[config.mk]
export PLATFORM = sky130hd
export DESIGN_NAME = rf_hazard_ctrl
export DESIGN_NICKNAME = d
export VERILOG_FILES = /design/src/rtl/rf_hazard_ctrl.sv
export SDC_FILE = /design/constraint.sdc
export NUM_CORES = 1
export LEC_CHECK = 0
export CAP_MARGIN = 20
export CORE_ASPECT_RATIO = 1.1
export CORE_UTILIZATION = 49
export CTS_CLUSTER_DIAMETER = 100
export DETAILED_ROUTE_END_ITERATION = 10
export MAX_ROUTING_LAYER = met4
export PLACE_DENSITY = 0.77
export SLEW_MARGIN = 10
export SYNTH_ARGS = -nofsm -noshare
export SYNTH_HDL_FRONTEND = slang
export SYNTH_SLANG_ARGS = --single-unit
[constraint.sdc]
create_clock -name clk -period 2.1 [get_ports clk]
set_input_delay 0.315 -clock clk [delete_from_list [all_inputs] [get_ports clk]]
set_output_delay 0.315 -clock clk [all_outputs]
set_load 0.02 [all_outputs]
[src/rtl/rf_hazard_ctrl.sv]
// rf_hazard_ctrl: scoreboard-based hazard, forwarding and squash control for the register-file datapath.
// Define RF_HAZARD_FWD_EN for operand forwarding; when undefined, dependents interlock until the writer retires.
`ifndef RF_WSEL_RDO
`define RF_WSEL_RDO 2'd1
`endif

module rf_hazard_ctrl #(
    parameter int REG_AW = 5,
    parameter int CNT_W  = 32
) (
    input  logic              clk,
    input  logic              rst_n,
    input  logic              id_valid,
    input  logic [REG_AW-1:0] id_rs1,
    input  logic [REG_AW-1:0] id_rs2,
    input  logic              id_rs1_used,
    input  logic              id_rs2_used,
    input  logic [REG_AW-1:0] id_rd,
    input  logic              id_we,
    input  logic [1:0]        id_wsel,
    input  logic              ex_redirect,
    output logic              stall,
    output logic              bubble,
    output logic              flush_ifid,
    output logic [1:0]        fwd_rs1_sel,
    output logic [1:0]        fwd_rs2_sel,
    output logic [CNT_W-1:0]  stall_cnt
);
    localparam int EX  = 0;
    localparam int MEM = 1;
    localparam int WB  = 2;

    // scoreboard slots: index 0 = EX, 1 = MEM, 2 = WB
    logic [2:0]             sb_v;
    logic [2:0]             sb_we;
    logic [2:0][REG_AW-1:0] sb_rd;
    logic                   ex_ld;

    logic [2:0] hit1;
    logic [2:0] hit2;
    logic       luh;
    logic       alu1;
    logic       alu2;
    logic       hazard;

    always_comb begin
        hit1 = '0;
        hit2 = '0;
        for (int k = 0; k < 3; k++) begin
            hit1[k] = id_valid & id_rs1_used & sb_v[k] & sb_we[k]
                      & (sb_rd[k] == id_rs1) & (id_rs1 != '0);
            hit2[k] = id_valid & id_rs2_used & sb_v[k] & sb_we[k]
                      & (sb_rd[k] == id_rs2) & (id_rs2 != '0);
        end
    end

    assign luh  = ex_ld & (hit1[EX] | hit2[EX]);
    assign alu1 = hit1[EX] & ~ex_ld;
    assign alu2 = hit2[EX] & ~ex_ld;

`ifdef RF_HAZARD_FWD_EN
    assign hazard = luh;

    always_comb begin
        fwd_rs1_sel = 2'd0;
        if (alu1)           fwd_rs1_sel = 2'd1;
        else if (hit1[MEM]) fwd_rs1_sel = 2'd2;
        else if (hit1[WB])  fwd_rs1_sel = 2'd3;
    end

    always_comb begin
        fwd_rs2_sel = 2'd0;
        if (alu2)           fwd_rs2_sel = 2'd1;
        else if (hit2[MEM]) fwd_rs2_sel = 2'd2;
        else if (hit2[WB])  fwd_rs2_sel = 2'd3;
    end
`else
    // no bypass and no write-through: any in-flight writer of a used source blocks ID
    assign hazard = luh | alu1 | alu2 | hit1[MEM] | hit1[WB] | hit2[MEM] | hit2[WB];
    assign fwd_rs1_sel = 2'd0;
    assign fwd_rs2_sel = 2'd0;
`endif

    // redirect outranks the interlock: the ID instruction is dropped, not held
    assign stall      = rst_n & hazard & ~ex_redirect;
    assign bubble     = rst_n & (hazard | ex_redirect);
    assign flush_ifid = ex_redirect;

    always_ff @(posedge clk or negedge rst_n) begin
        if (!rst_n) begin
            sb_v  <= '0;
            sb_we <= '0;
            sb_rd <= '0;
            ex_ld <= 1'b0;
        end else begin
            sb_v  <= {sb_v[1:0], id_valid & ~bubble};
            sb_we <= {sb_we[1:0], id_we};
            sb_rd <= {sb_rd[1:0], id_rd};
            ex_ld <= (id_wsel == `RF_WSEL_RDO);
        end
    end

    always_ff @(posedge clk or negedge rst_n) begin
        if (!rst_n)
            stall_cnt <= '0;
        else if (stall)
            stall_cnt <= stall_cnt + CNT_W'(1);
    end

endmodule

# == Yosys cells after proc, flatten, opt, wreduce, memory -nomap -nowiden ==
# Cells that the tools add are included.
# totals
ff_bits,54
latchBits,0
mem_bits_rw,0
mem_bits_ro,0
input_bits,24
mem_count,0
# op_classes
n_addsub,1
mul,0
div,0
order_cmp,0
eq_ne,7
shift,0
mux,0
bitwise,44
reduce_logical,2
# op_table
cell,n
$and 1x1->1,33
$add 32x1->32 const B,1
$eq 5x5->1,6
$reduce_bool 5->1,2
$or 1x1->1,8
$not 1->1,3
$eq 2x1->1 const B,1

# == Depth between registers and ports, before layout ==
# logic_depth
word_depth,17
depth_mapped,8

# == Worst setup path after synthesis ==
# Ideal clock, no wire load.
# synth_path
path_type,reg2reg
from,register stall_cnt[4]
to,register stall_cnt[31]
setup_ps,128
t_arrival_ps,1752
required_ps,1972
path_slack_ps,220
stages_incl_launch_ff,8
path_buffers,0
synth_period_minus_slack_ps,1880
cell_sequence,dfrtp_1 and4_4 nand3_2 nor3_4 and4_1 and4_1 nand4_1 xnor2_1
# synth_between
elab_chain_cells,1
# synth_rtl
item,line_no,rtl
from (decl),27,output logic [CNT_W-1:0] stall_cnt
from (signal assigned),107,stall_cnt <= stall_cnt + CNT_W'(1);
$add 32x1->32,107,
# No other way between the ends.
# A chain may end at the register's enable or synchronous reset.

# == Final worst setup path ==
# layout_path
from,input id_rs2[0]
to,output bubble
# layout_between
elab_chain_cells,13
elab_cells_between_ends,21
cone_classes,eq/ne (3); bitwise (17); reduce/logical (1)
# layout_rtl
item,line_no,rtl
from (decl),15,"input logic [REG_AW-1:0] id_rs2,"
$eq 5x5->1,53,& (sb_rd[k] == id_rs2) & (id_rs2 != '0);
$and 1x1->1 (2 in a row),53,
$or 1x1->1,57,assign luh = ex_ld & (hit1[EX] | hit2[EX]);
$and 1x1->1,57,
$or 1x1->1 (5 in a row),79,assign hazard = luh | alu1 | alu2 | hit1[MEM] | hit1[WB] | hit2[MEM] | hit2[WB];
$or 1x1->1 (*),79,
$or 1x1->1 (*),86,assign bubble = rst_n & (hazard | ex_redirect);
$and 1x1->1 (*),86,
to (decl),23,"output logic bubble,"
# Every way passes the cells marked *; elsewhere a longest branch is shown, timed or not.

==> flow_summary.yaml <==
synthesis:
  netlist_instances: 211
  synthMuxAreaShare_pct: 0.452
  syn_area_um2: 2490
  yosys.area_share.simple_pct: 18.6
  synth-xor-area-share_pct: 21.5
  ys_seq_area_share_pct: 53.3
  yosysWarnings: 0
  synth_compound_area_share_pct: 2.76
  yosys_register_bits: 53
  syn_area_per_cell_um2: 11.8
  synthAdderAreaFrac_pct: 0.503
  synth_top_family_by_area: "XOR/XNOR gates"
  yosysUniqueCellTypes: 29
cts:
  cts_buffers: 5
  cts_tree: "done"
  clock-sinks: 53
  h-tree-depth: 2
  clock_path_buffers: 2
  path_clk_slew_ns: 0.10
  clockRootBuffer: "clkbuf_8"
  insertion_delay_ns: 0.31
critical_path:
  crit_type: "input port to output port"
  endpoint_kind: "output port"
  worst_path_max_delay_cell: "or3_1"
  max_stage_delay_ns: 0.39
  crit_required_ns: 1.78
  worstPathMaxFanout: 4
  crit_path_cell_trace: "dlygate4sd2_1, or3_1, o311a_1, o31ai_4, nand2_1, o21a_1, buf_6"
  cp.arrival_ns: 1.88
  startpoint_type: "input port"
drt:
  wl_per_cell_um: 17.2
  ant_nets: 0
  finalWirelength_um: 5990
  vias: 1890
  drt-pass1-iter-count: 4
  drtIter0Drc: 86
  dr_wl_met2_um: 3080
  wl_met1_um: 2570
  top_layer: "met4"
  vias_per_cell: 5.45
  route.detailed.drc: 0
  wl_met3_um: 279
power:
  power_per_cell_area_nw_per_um2: 570
  p_leak_uw: 0.00146
  total_power_uw: 2000
  max-vdd-ir-drop_uv: 374
die:
  fp.dieArea_um2: 5370
  start_util_pct: 52.4
  core_um2: 4750
  dieHeight_um: 76.8
  die_w_um: 70.0
  rows: 26
  ios: 63
global_route:
  grt-ovfl-total: 0
  grt_use_total_pct: 23.4
  first_global_vias: 1945
  antenna_found_initial: 0
  grt_start_max_net_pins: 45
  grt_pass1_wl_um: 9520
timing:
  fin_skew_ns: 0.00452
  holdWs_ns: 0.384
  setup_violations: 2
  post-route-min-period_ns: 2.20
  finalCritPeriodShare_pct: 105
  hold_violations: 0
  relSlewSlack_pct: 62.8
  worst_pin_slew_ns: 0.558
  fmax_ghz: 0.455
  rsz0062_at_grt: "yes"
  setup_slack_ns: -0.0980
  final_max_slew_viol_count: 0
run:
  drv_cap: 0
placed_design:
  io_buffers: 56
  dp.final_hpwl_um: 3920
  gp_congestion: 0.865
cells_and_area:
  drive_above_1_share_pct: 18.2
  syn2layout_area_growth_pct: 40.7
  finalNetCount: 315
  antenna-diode-count: 0
run_status:
  outcome: "finished, violations left"
  violations: "negative setup slack"
min_path:
  min_path_type: "flip-flop to flip-flop"
[through the flow]
stage	std cells	cell area, um2	setup WS (ns)	setup TNS [ns]	utilization [%]
after global placement	329	3160	-0.641	-14.66	66.5
after detailed placement	329	3160	-0.657	-14.33	66.5
final	347	3500	-0.0980	-0.171	73.8
after CTS	339	3290	-0.114	-0.152	69.2
after floorplan	214	2500	0.220	0	-
after global routing	347	3500	-0.190	-2.28	73.8
[synth_stat cells, drive strengths merged]
library cell  number  area share (%)
a21oi              1            0.65
and2               4             1.0
and3               9             2.3
and4               6             2.2
buf               10             2.6
conb               1            0.15
dfrtp             53              53
ha                 1            0.50
inv                1            0.15
mux2               1            0.45
nand2              7             1.1
nand2b             1            0.25
nand3             18             3.8
nand4             19             4.8
nor2               1            0.15
nor2b              2            0.50
nor3               7             1.9
nor4               1            0.25
o21a               1            0.30
o311a              2            0.80
o31ai              2             1.0
or3                2            0.50
xnor2             54              19
xor2               7             2.5
[sequential cells by signal, indices dropped and copies added, names as in the netlist]
name       cells
sb_v           3
sb_we          3
stall_cnt     32
sb_rd         15
[placed cells by master, fill, tap and decap left out, drive strengths merged, types with 4 or more instances in the layout]
cell / instances
conb: 4
clkdlybuf4s50: 43
dlygate4sd2: 10
nor3: 7
xnor2: 54
dfrtp: 53
and3: 9
clkbuf: 8
nand3: 18
nand2: 7
and4: 6
buf: 23
nand4: 19
and2: 4
xor2: 7
[timing repair]
| action | in CTS | in global routing |
|---|---|---|
| gates cloned | 0 | 3 |
| pin swaps | 3 | 26 |
| endpoints found under the setup margin | 33 | 33 |
| hold endpoints to repair | 9 | 0 |
| setup buffers | 1 | 5 |
| hold buffers | 1 | 0 |
| gates resized for setup | 21 | 23 |
[power breakdown]
part | leakage (uW) | internal (uW) | switching (uW)
Clock | 0.0000574 | 388 | 339
Combinational | 0.000711 | 101 | 100
Sequential | 0.000693 | 1040 | 23.9
[worst paths after layout]
kind                       startpoint             to  slack [ns]  cells after the start
max                         id_rs2[0]         bubble        -0.1                      7
min                           sb_v[0]        sb_v[1]        0.38                      0
max reg2reg                  sb_rd[1]  stall_cnt[14]        0.02                      9
min reg2reg                   sb_v[0]        sb_v[1]        0.38                      0
max in group asynchronous       rst_n  stall_cnt[22]        1.01                      3
min in group asynchronous       rst_n       sb_rd[6]        0.53                      3
[logic make-up after synthesis]
group / after synthesis
AOI/OAI and AO/OA: 6
muxes: 1
and+or+nand+nor: 77
other: 1
DFF: 53
adders and majority gates: 1
xor gates and xnor gates: 61
buffers and inverters: 11
[critical path: cells and delay by family]
| family | cells | cell delay [ns] |
|---|---|---|
| simple gates | 2 | 0.49 |
| compound gates | 3 | 0.65 |
| buf+inv | 2 | 0.42 |
[cell type report]
| type | count | area, um2 |
|---|---|---|
| clock buffer | 6 | 82.6 |
| clock inverter | 2 | 37.5 |
| fill | 330 | 1250 |
| inverter | 1 | 3.75 |
| multi-input combinational | 150 | 1200 |
| sequential | 53 | 1330 |
| tap | 56 | 70.1 |
| timing repair buffer | 79 | 783 |
[layer usage]
metal	up-vias	GRT usage (%)
met5	-	-
li1	886	-
met3	6	5.12
met1	942	30.2
met2	56	37.2
met4	0	7.00
Power figures use the tool's default switching activity.
